**config.mk**
```make
export PLATFORM = sky130hd
export DESIGN_NAME = axi4s_rr_arbiter
export DESIGN_NICKNAME = d
export VERILOG_FILES = /design/src/rtl/axi4s_rr_arbiter.sv
export SDC_FILE = /design/constraint.sdc
export NUM_CORES = 1
export LEC_CHECK = 0
export CORE_AREA = 2 2 132 134
export DETAILED_ROUTE_END_ITERATION = 16
export DIE_AREA = 0 0 134 136
export PLACE_DENSITY = 0.51
export SETUP_SLACK_MARGIN = 0.15
export SLEW_MARGIN = 30
export SYNTH_ARGS = -nofsm -noshare
export SYNTH_HDL_FRONTEND = slang
export SYNTH_SLANG_ARGS = --single-unit
```
**constraint.sdc**
```tcl
create_clock -name clk_i -period 3.6 [get_ports clk_i]
set_clock_uncertainty 0.05 [all_clocks]
set_input_delay 0.36 -clock clk_i [delete_from_list [all_inputs] [get_ports clk_i]]
set_output_delay 0.36 -clock clk_i [all_outputs]
set_load 0.01 [all_outputs]
```
**src/rtl/axi4s_rr_arbiter.sv**
```systemverilog
// rtl/axi4s_rr_arbiter.sv - packet-granular round-robin AXI4-Stream arbiter
// Optional output skid slice when AXI4S_ARB_OUTPUT_REG_EN is defined.
module axi4s_rr_arbiter #(
    parameter int AXI_WIDTH = 64,
    parameter int NUM_PORTS = 4,
    localparam int ID_W = $clog2(NUM_PORTS)
) (
    input  logic                           clk_i,
    input  logic                           rst_i,
    input  logic [NUM_PORTS*AXI_WIDTH-1:0] m_tdata_i,
    input  logic [NUM_PORTS-1:0]           m_tvalid_i,
    output logic [NUM_PORTS-1:0]           m_tready_o,
    input  logic [NUM_PORTS-1:0]           m_tlast_i,
    output logic [AXI_WIDTH-1:0]           s_tdata_o,
    output logic                           s_tvalid_o,
    input  logic                           s_tready_i,
    output logic                           s_tlast_o,
    output logic [ID_W-1:0]                s_tid_o
);
    localparam logic ST_IDLE   = 1'b0;
    localparam logic ST_LOCKED = 1'b1;

    logic                 r_state;
    logic [ID_W-1:0]      r_sel;
    logic [ID_W-1:0]      r_prio;

    logic [ID_W-1:0]      w_pick;
    logic [ID_W-1:0]      w_sel;
    logic [ID_W-1:0]      w_next;
    logic                 w_any;
    logic                 w_grant;
    logic                 w_src_valid;
    logic                 w_src_ready;
    logic                 w_xfer;
    logic                 w_last;
    logic [AXI_WIDTH-1:0] w_data;

    // Reverse scan so the candidate closest to r_prio is the last one written.
    always_comb begin : pick
        int v_idx;
        w_pick = '0;
        w_any  = 1'b0;
        v_idx  = 0;
        for (int i = NUM_PORTS - 1; i >= 0; i--) begin
            v_idx = int'(r_prio) + i;
            if (v_idx >= NUM_PORTS) begin
                v_idx = v_idx - NUM_PORTS;
            end
            if (m_tvalid_i[ID_W'(v_idx)]) begin
                w_any  = 1'b1;
                w_pick = ID_W'(v_idx);
            end
        end
    end

    assign w_sel   = (r_state == ST_LOCKED) ? r_sel : w_pick;
    assign w_grant = (r_state == ST_LOCKED) || w_any;
    assign w_next  = (w_sel == ID_W'(NUM_PORTS - 1)) ? '0 : w_sel + ID_W'(1);
    assign w_xfer  = w_src_valid && w_src_ready;

    always_comb begin
        w_data      = '0;
        w_last      = 1'b0;
        w_src_valid = 1'b0;
        for (int k = 0; k < NUM_PORTS; k++) begin
            if (ID_W'(k) == w_sel) begin
                w_data      = m_tdata_i[k*AXI_WIDTH +: AXI_WIDTH];
                w_last      = m_tlast_i[k];
                w_src_valid = m_tvalid_i[k] && w_grant;
            end
        end
    end

    always_comb begin
        m_tready_o = '0;
        for (int k = 0; k < NUM_PORTS; k++) begin
            if ((ID_W'(k) == w_sel) && w_grant && !rst_i) begin
                m_tready_o[k] = w_src_ready;
            end
        end
    end

    // A presented-but-stalled IDLE pick is latched into LOCKED so the output stays stable.
    always_ff @(posedge clk_i or posedge rst_i) begin
        if (rst_i) begin
            r_state <= ST_IDLE;
            r_sel   <= '0;
            r_prio  <= '0;
        end else begin
            case (r_state)
                ST_IDLE: begin
                    if (w_any) begin
                        if (w_xfer && w_last) begin
                            r_prio <= w_next;
                        end else begin
                            r_state <= ST_LOCKED;
                            r_sel   <= w_pick;
                        end
                    end
                end
                default: begin
                    if (w_xfer && w_last) begin
                        r_state <= ST_IDLE;
                        r_prio  <= w_next;
                    end
                end
            endcase
        end
    end

`ifdef AXI4S_ARB_OUTPUT_REG_EN
    logic [AXI_WIDTH-1:0] r_buf_data [2];
    logic [ID_W-1:0]      r_buf_id   [2];
    logic [1:0]           r_buf_last;
    logic                 r_wr_ptr;
    logic                 r_rd_ptr;
    logic [1:0]           r_cnt;
    logic                 w_pop;

    assign w_src_ready = (r_cnt != 2'd2);
    assign w_pop       = (r_cnt != 2'd0) && s_tready_i;

    always_ff @(posedge clk_i or posedge rst_i) begin
        if (rst_i) begin
            for (int e = 0; e < 2; e++) begin
                r_buf_data[e] <= '0;
                r_buf_id[e]   <= '0;
            end
            r_buf_last <= '0;
            r_wr_ptr   <= 1'b0;
            r_rd_ptr   <= 1'b0;
            r_cnt      <= 2'd0;
        end else begin
            if (w_xfer) begin
                r_buf_data[r_wr_ptr] <= w_data;
                r_buf_id[r_wr_ptr]   <= w_sel;
                r_buf_last[r_wr_ptr] <= w_last;
                r_wr_ptr             <= ~r_wr_ptr;
            end
            if (w_pop) begin
                r_rd_ptr <= ~r_rd_ptr;
            end
            case ({w_xfer, w_pop})
                2'b10:   r_cnt <= r_cnt + 2'd1;
                2'b01:   r_cnt <= r_cnt - 2'd1;
                default: r_cnt <= r_cnt;
            endcase
        end
    end

    assign s_tvalid_o = (r_cnt != 2'd0) && !rst_i;
    assign s_tdata_o  = r_buf_data[r_rd_ptr];
    assign s_tlast_o  = r_buf_last[r_rd_ptr] && !rst_i;
    assign s_tid_o    = rst_i ? '0 : r_buf_id[r_rd_ptr];
`else
    assign w_src_ready = s_tready_i;
    assign s_tvalid_o  = w_src_valid && !rst_i;
    assign s_tdata_o   = w_data;
    assign s_tlast_o   = w_last && !rst_i;
    assign s_tid_o     = rst_i ? '0 : w_sel;
`endif

endmodule
```
; ---- Word-level counts from Yosys, hierarchy flattened
; Cells that the tools add are included.
[word_totals]
reg_bits = 5
[classes]
n_eq_ne = 4
n_reduce_logical = 21
muxes = 49
bitwise_logic = 2
magnitude_cmp = 8
n_addsub = 8
[op_table]
columns = operator, count
row1 = $mux 64, 4
row2 = $mux 2, 14
row3 = $mux 1, 27
row4 = $logic_and 1x1->1, 16
row5 = $lt 2x4->1 const B, 4
row6 = $ge 3x3->1 const B, 3
row7 = $bmux 1 s2, 4
row8 = $sub 2x1->2 const B, 4
row9 = $add 2x2->3 const B, 2
row10 = $eq 2x2->1 const A, 2
row11 = $add 2x1->3 const B, 1
row12 = $ge 2x3->1 const B, 1
row13 = $reduce_and 3->1, 1
row14 = $add 2x1->2 const B, 1
row15 = $eq 1x2->1 const A, 1
row16 = $eq 2x2->1 const B, 1
row17 = $logic_not 2->1, 1
row18 = $not 1->1, 2
row19 = $reduce_bool 2->1, 1
row20 = $logic_not 1->1, 1
row21 = $logic_or 1x1->1, 1

; ---- Depth between registers and ports, before layout
; Gate-level depths: netlist of the first run.
[depth]
word_depth = 21
depth_mapped = 10
depth_no_buf = 9

; ---- Worst setup path before layout of the first run
; No wires, ideal clock.
[synth_path]
path_kind = register to output
startpoint = register r_prio[1]
endpoint = output port s_tdata_o[23]
n_path_buf = 3
arrival_time_ns = 2.394
setup_slack_ns = 0.796
stages_incl_launch_ff = 10
cell_sequence = dfrtp_1 a21boi_0 o32ai_1 o31ai_1 ha_1 buf_6 buf_2 buf_1 a221oi_1 o31ai_1
[synth_between]
elab_chain_len = 16
word_cells_on_any_way = 40
[synth_lines]
columns = element, line
row1 = start: declaration, 25  ; logic [ID_W-1:0] r_prio;
row2 = start signal: assignment, 94  ; r_prio <= w_next;
row3 = start signal: assignment, 104  ; r_prio <= w_next;
row4 = $add 2x2->3, 45  ; v_idx = int'(r_prio) + i;
row5 = $ge 3x3->1 / $sub 2x1->2 (equally long branches), "46, 47"
row6 = $mux 2, 46  ; if (v_idx >= NUM_PORTS) begin
row7 = $bmux 1 s2, 49  ; if (m_tvalid_i[ID_W'(v_idx)]) begin
row8 = $mux 1 (implied by the code) (2 in series), 49
row9 = $mux 2 (3 in series), 49
row10 = $mux 2 (*), 49
row11 = $mux 2 (*), 56  ; assign w_sel = (r_state == ST_LOCKED) ? r_sel : w_pick;
row12 = $logic_not 2->1, 66  ; if (ID_W'(k) == w_sel) begin
row13 = $mux 64 (3 in series), 66
row14 = $mux 64 (*), 66
row15 = end: declaration, 14  ; output logic [AXI_WIDTH-1:0] s_tdata_o,
; Mark *: on every way between the ends. The rest lies on a longest branch, timed or not. The select of a mux whose other input is x is not followed.

; ---- Worst setup path in the final report of the first run
[layout_path]
startpoint = register r_prio[1]
endpoint = output port m_tready_o[3]
[layout_between]
elab_chain_len = 15
word_cells_on_any_way = 41
[layout_lines]
columns = element, line
row1 = $add 2x2->3, 45
row2 = $ge 3x3->1 / $sub 2x1->2 (equally long branches), "46, 47"
row3 = $mux 2, 46
row4 = $bmux 1 s2, 49
row5 = $mux 1 (implied by the code) (2 in series), 49
row6 = $mux 2 (4 in series), 49
row7 = $mux 2, 56
row8 = $eq 2x2->1, 77  ; if ((ID_W'(k) == w_sel) && w_grant && !rst_i) begin
row9 = $logic_and 1x1->1 (*) (2 in series), 77
row10 = $mux 1 (*), 77
row11 = end: declaration, 12  ; output logic [NUM_PORTS-1:0] m_tready_o,
; Marks and branches as above.

==> impl_metrics.yaml, run 1 <==
cts:
  cts_root_buf: "clkbuf_16"
  cts-buffers-inserted: 3
  cts_buffer_depth: 2
  cts_sinks: 5
  h-tree-depth: 1
  cts_tree: "done"
  clk_latency_ps: 230
  clk_pin_slew_worst_paths_ps: 30
timing:
  tns_ps: 0
  relSlewSlack: 0.757
  finalMaxSlewViolations: 0
  fmax_mhz: 296
  timing.final.crit_share: 0.939
  tightest_slew_ps: 361
  rsz0062_at_grt: "no"
  post-route-min-period_ps: 3380
  hold_viol: 0
  setup_viol: 0
layout:
  drive_above_1_share: 0.142
  nets: 988
  area_delta_synth_final_pct: 178
  antenna_cells: 0
  fin_area_mm2: 0.00674
placement:
  gp_congestion: 0.855
  post_dp_cell_area_mm2: 0.00633
  hpwl_mm: 12.7
  io_buffer_count: 338
synth:
  netlist_instances: 361
  synth_seq_cells: 5
  synthFlopType: "dfrtp_1"
  synth_fp_nets: 632
  synth_area_mm2: 0.00242
  ys_types: 35
  avgSynthCellArea_um2: 6.72
  yosysWarnings: 0
  synth-edff-count: 0
  synthArstFlopShare: 1.00
  yosysSeqAreaShare: 0.0516
floorplanning:
  io_pins: 339
  fp-row-count: 48
  die_h_um: 136
  die_x_um: 134
  dieArea_mm2: 0.0182
  initial_core_util: 0.144
  coreArea_mm2: 0.0169
worst_setup_path:
  worstReg2RegEnd: "r_sel[0]$_DFFE_PP0P_"
  required_ps: 3190
  path_max_fanout: 39
  crit_arrival_ps: 2970
  worstSetupPathType: "reg2out"
  rr_startpoint: "r_prio[0]$_DFFE_PP0P_"
  ff2ff_setup_slack_ps: 600
  ff2ff_path_depth: 12
  worst_setup_path_end_kind: "output port"
  cp-start-kind: "flip-flop"
route:
  ant_nets: 0
  first_pass_iters: 5
  drc: 0
  wirelength_mm: 16.4
  vias: 4392
  wl_per_cell_um: 17.4
  drtIter0Drc: 219
  via_per_inst: 4.67
global_route:
  grt.total_usage: 0.165
  grt_max_degree: 57
  grt-ovfl-total: 0
  grt_pass1_wl_mm: 24.0
  grt_antenna_before_repair: 0
  grt_pass1_vias: 4609
pwr:
  leakagePower_nw: 2.62
  power_density_mw_per_mm2: 994
  ir_drop_uv: 470
hold_path:
  worstHoldPathType: "in2async"
flow_run:
  drv_cap: 0
run_status:
  outcome: "completed"
-- cells in the mapped netlist (all sizes together), types with 2 or more instances --
cell,count,share of area
a211oi,3,0.011
nand2,67,0.10
nor3b,3,0.0093
nand3b,3,0.014
nor2b,65,0.17
ha,4,0.021
dfrtp,5,0.052
mux2i,3,0.012
clkbuf,29,0.045
mux2,2,0.012
a21oi,2,0.0041
inv,8,0.012
nor2,3,0.0046
and2,7,0.018
buf,15,0.031
o31ai,65,0.20
a221oi,64,0.23
-- routing by layer --
layer	part of all wire	vias to the layer above	global-route usage
met3	0.086	24	0.0414
met4	0.026	0	0.0437
met1	0.37	2037	0.185
met2	0.51	221	0.310
li1	-	2110	-
met5	0	-	0
-- cell families (layout without fill, tap and decap cells) --
family,after synthesis,in the layout,share of synthesized area
simple gates,153,153,0.335
compound gates,142,142,0.479
buf+inv,52,407,0.0887
mux,5,5,0.0248
flops,5,5,0.0516
fa+ha+maj,4,4,0.0206
-- worst max path at each step --
stage	startpoint	end	slack, ps	cells past startpoint
finish	r_prio[1]$_DFFE_PP0P_	m_tready_o[3]	220	10
global route	r_prio[1]$_DFFE_PP0P_	m_tready_o[3]	120	10
CTS	m_tvalid_i[3]	s_tlast_o	-7	11
detailed placement	m_tvalid_i[2]	s_tdata_o[44]	-180	12
global placement	m_tvalid_i[1]	s_tdata_o[44]	-170	10
floorplan	r_prio[1]$_DFFE_PP0P_	s_tdata_o[23]	800	9
-- critical path, cell delays in order, from the launching register on --
cell	delay, ps
dfrtp_2	470
nand4b_1	130
o31ai_1	90
o41a_1	520
inv_1	150
buf_4	140
ha_4	180
buf_4	140
buf_12	190
and2_1	160
clkdlybuf4s50_1	560
-- final cells by class --
class / count / area, um^2
fill: 1742 / 10100
timing repair buffer: 395 / 3940
multi-input combinational: 304 / 2280
tap: 225 / 282
sequential: 5 / 126
clock buffer: 4 / 78.8
inverter: 8 / 30.0
-- placed cells by master, fill, tap and decap left out, types with 2 or more instances in the layout --
cell type,netlist,layout
mux2_4,2,2
dfrtp_1,5,4
nor3b_1,3,3
a221oi_1,63,47
and2_1,7,7
dlymetal6s2s_1,0,3
mux2i_1,3,3
o31ai_2,0,3
inv_1,8,8
nor2b_1,65,64
clkdlybuf4s50_1,0,268
bufbuf_16,0,3
dlygate4sd2_1,0,55
buf_12,0,11
nand3b_1,2,2
buf_4,0,41
a21oi_1,2,2
buf_2,10,6
a211oi_1,2,2
ha_4,0,3
clkdlybuf4s15_1,0,4
o31ai_1,65,62
clkbuf_16,0,3
nor2_1,3,3
a221oi_2,1,16
nand2_1,67,67
-- power breakdown --
group	internal, mW	total [mW]	switching [mW]
clock	0.147	0.183	0.0358
sequential	0.0860	0.127	0.0407
combinational	3.32	6.39	3.06
total	3.56	6.70	3.14
-- metrics by stage --
stage	power [mW]	util	hold slack [ps]	std cells	worst slack [ps]
6_report	6.70	0.399	387	941	221
5_1_grt	7.22	0.399	437	941	118
4_1_cts	6.59	0.391	404	928	-7.45
3_5_place_dp	6.50	0.375	464	915	-179
3_3_place_gp	6.47	0.375	460	915	-175
2_1_floorplan	3.09	-	112	361	796
-- repair_timing --
action / in CTS / in global routing
buffers inserted: 6 / 13
hold buffers: 0 / 0
cloned: 3 / 0
pin swaps: 7 / 7
gates resized for setup: 117 / 12
setup endpoints to repair: 67 / 58
-- sequential cells by signal (all words and copies together) (netlist names) --
register and cells:
r_prio 2, r_sel 2, r_state 1
No activity file was read; power rests on OpenSTA's default activity.
==> inputs of run 2 (changes only) <==
--- a/config.mk
+++ b/config.mk
@@ -7,6 +7,8 @@
 export LEC_CHECK = 0
-export CORE_AREA = 2 2 132 134
+export CAP_MARGIN = 25
+export CORE_AREA = 2 2 131 133
 export DETAILED_ROUTE_END_ITERATION = 16
-export DIE_AREA = 0 0 134 136
-export PLACE_DENSITY = 0.51
+export DIE_AREA = 0 0 133 135
+export DONT_BUFFER_PORTS = 1
+export PLACE_DENSITY = 0.3
 export SETUP_SLACK_MARGIN = 0.15
==> constraint.sdc (replaced) <==
create_clock -name clk_i -period 3.6 [get_ports clk_i]
set_clock_uncertainty 0.05 [all_clocks]
set_input_delay 0.72 -clock clk_i [delete_from_list [all_inputs] [get_ports clk_i]]
set_output_delay 0.72 -clock clk_i [all_outputs]
set_load 0.01 [all_outputs]
==> run 2 against run 1 <==
  * Non-clock buffer count shrank 310
  * Final cell count shrank 33%
  * Final area shrank 48%
  * Utilization shrank 18 points
  * Fmax shrank 2.1%
  * Sequential cell count is the same
  * Die area shrank 1.5%
  * Via count shrank 25%
  * Count of clock-buffer cells in the layout is the same
  * Sequential share of layout area grew 1.7 points
  * Critical path depth is the same
  * Critical path type is now in2out
  * Largest cell class is now multi-input gates
==> impl_metrics.yaml, run 2 (synthesized netlist as in run 1, its figures left out) <==
worst_setup_path:
  crit_arrival_ps: 2680
  worstSetupPathType: "in2out"
  path_max_fanout: 11
  cp-start-kind: "input pin"
  worst_setup_path_end_kind: "output port"
  required_ps: 2830
route:
  wirelength_mm: 12.0
  vias: 3283
  via_per_inst: 5.24
  ant_nets: 0
  drc: 0
  met2_length_mm: 6.32
  dr_wl_met3_mm: 1.03
  drtIter0Drc: 157
  top_layer_used: "met4"
  first_pass_iters: 7
  wl_per_cell_um: 19.1
  wl_met1_mm: 4.17
global_route:
  grt_pass1_vias: 3167
  grt.total_usage: 0.112
  grt_antenna_before_repair: 1
  grt-ovfl-total: 0
  grt_pass1_wl_mm: 16.3
  grt_max_degree: 70
cts:
  clk_latency_ps: 230
  cts_sinks: 5
  cts-buffers-inserted: 3
  cts_tree: "done"
  clk_pin_slew_worst_paths_ps: 30
  hold_buffers: 0
  cts_root_buf: "clkbuf_16"
  h-tree-depth: 1
  cts_buffer_depth: 2
timing:
  setup_viol: 0
  rsz0062_at_grt: "yes"
  finalMaxSlewViolations: 0
  timing.final.crit_share: 0.959
  setup_ws_ps: 148
  post-route-min-period_ps: 3450
  fmax_mhz: 290
  tightest_slew_ps: 393
  relSlewSlack: 0.738
  hold_viol: 0
  tns_ps: 0
layout:
  nets: 678
  layout_common_cells: "buf_4, nand2_1, nor2b_1"
  final_common_cell: "buf_4"
  drive_above_1_share: 0.276
  reg_top3: "r_prio: 2 flops, r_sel: 2 flops, r_state: 1 flops"
  fin_cells: 627
  area_delta_synth_final_pct: 44.9
  final.fill_count: 1820
pwr:
  power_density_mw_per_mm2: 1710
  p_int_mw: 3.08
  power_switching_mw: 2.91
  pwr-share-clk: 0.031
  combinationalPowerShare: 0.949
  ir_drop_uv: 562
  p_seq_frac: 0.020
  swShare: 0.486
  leakagePower_nw: 1.22
floorplanning:
  dieArea_mm2: 0.0180
  io_pins: 339
  die_x_um: 133
  initial_core_util: 0.148
  die_h_um: 135
  coreArea_mm2: 0.0164
  fp-row-count: 47
placement:
  gp_congestion: 0.765
  hpwl_mm: 9.38
  io_buffer_count: 0
  pre_cts_ws_ps: 46.1
  placed_cells: 615
hold_path:
  worstHoldPathType: "in2async"
run_status:
  outcome: "completed"
flow_run:
  drv_cap: 0
run 2: per-layer routing:
metal	up-vias	track usage
met3	24	0.0173
met2	226	0.223
met5	-	0
li1	1489	-
met4	0	0.0585
met1	1544	0.112
run 2: cell type report:
cell class | instances | area, um^2 | area share
Timing Repair Buffer | 85 | 808 | 0.230
Sequential cell | 5 | 126 | 0.0360
Inverter | 8 | 30.0 | 0.00855
Tap cell | 220 | 275 | 0.0783
Antenna cell | 1 | 2.50 | 0.000712
Multi-Input combinational cell | 304 | 2190 | 0.624
Clock buffer | 4 | 78.8 | 0.0224
run 2: power groups by stage:
stage               clock, mW  combinational, mW  sequential, mW
detailed placement          0               5.27           0.119
finish                  0.184               5.69           0.121
CTS                     0.188               5.47           0.118
global route            0.190               6.10           0.123
floorplan                   0               2.99           0.109
global placement            0               5.23           0.119
run 2: what timing repair did:
| action | in CTS | in global routing |
|---|---|---|
| endpoints found under the setup margin | 4 | 38 |
| resized for setup | 3 | 12 |
| buffers inserted | 2 | 3 |
| gates cloned | 1 | 1 |
| hold endpoints to repair | 0 | 0 |
| pin swaps | 3 | 8 |
run 2: worst max-delay path, cell delays in order:
cell	delay, ps
nand4b_1	100
o31ai_2	80
o41a_1	490
ha_4	230
nor2b_4	210
buf_12	160
buf_12	130
a221oi_1	80
o31ai_2	290
buf_4	190
run 2: per-stage QoR:
step | cell area [um^2] | total power [mW] | hold slack [ps] | util
CTS | 3390 | 5.77 | 278 | 0.207
finish | 3510 | 5.99 | 280 | 0.214
floorplan | 2430 | 3.10 | 432 | -
detailed placement | 3240 | 5.39 | 457 | 0.198
global placement | 3240 | 5.35 | 445 | 0.198
global route | 3510 | 6.42 | 301 | 0.214
run 2: final timing paths:
path,startpoint,endpoint,slack [ps],depth (start not counted)
max in group asynchronous,rst_i,r_prio[1]$_DFFE_PP0P_,2960,1
hold reg to reg,r_sel[0]$_DFFE_PP0P_,r_sel[0]$_DFFE_PP0P_,460,1
setup reg to reg,r_prio[1]$_DFFE_PP0P_,r_sel[0]$_DFFE_PP0P_,600,11
min in group clk_i,r_sel[0]$_DFFE_PP0P_,r_sel[0]$_DFFE_PP0P_,460,1
hold / removal,rst_i,r_prio[0]$_DFFE_PP0P_,280,1
setup / recovery,m_tvalid_i[3],s_tdata_o[16],150,10
==> inputs of run 3 (changes only) <==
- ABC_CLOCK_PERIOD_IN_PS: default -> 3600
- CTS_CLUSTER_SIZE: default -> 24
==> results of run 3 <==
Same layout as run 2: the final DEF is identical, and so are final timing and power.
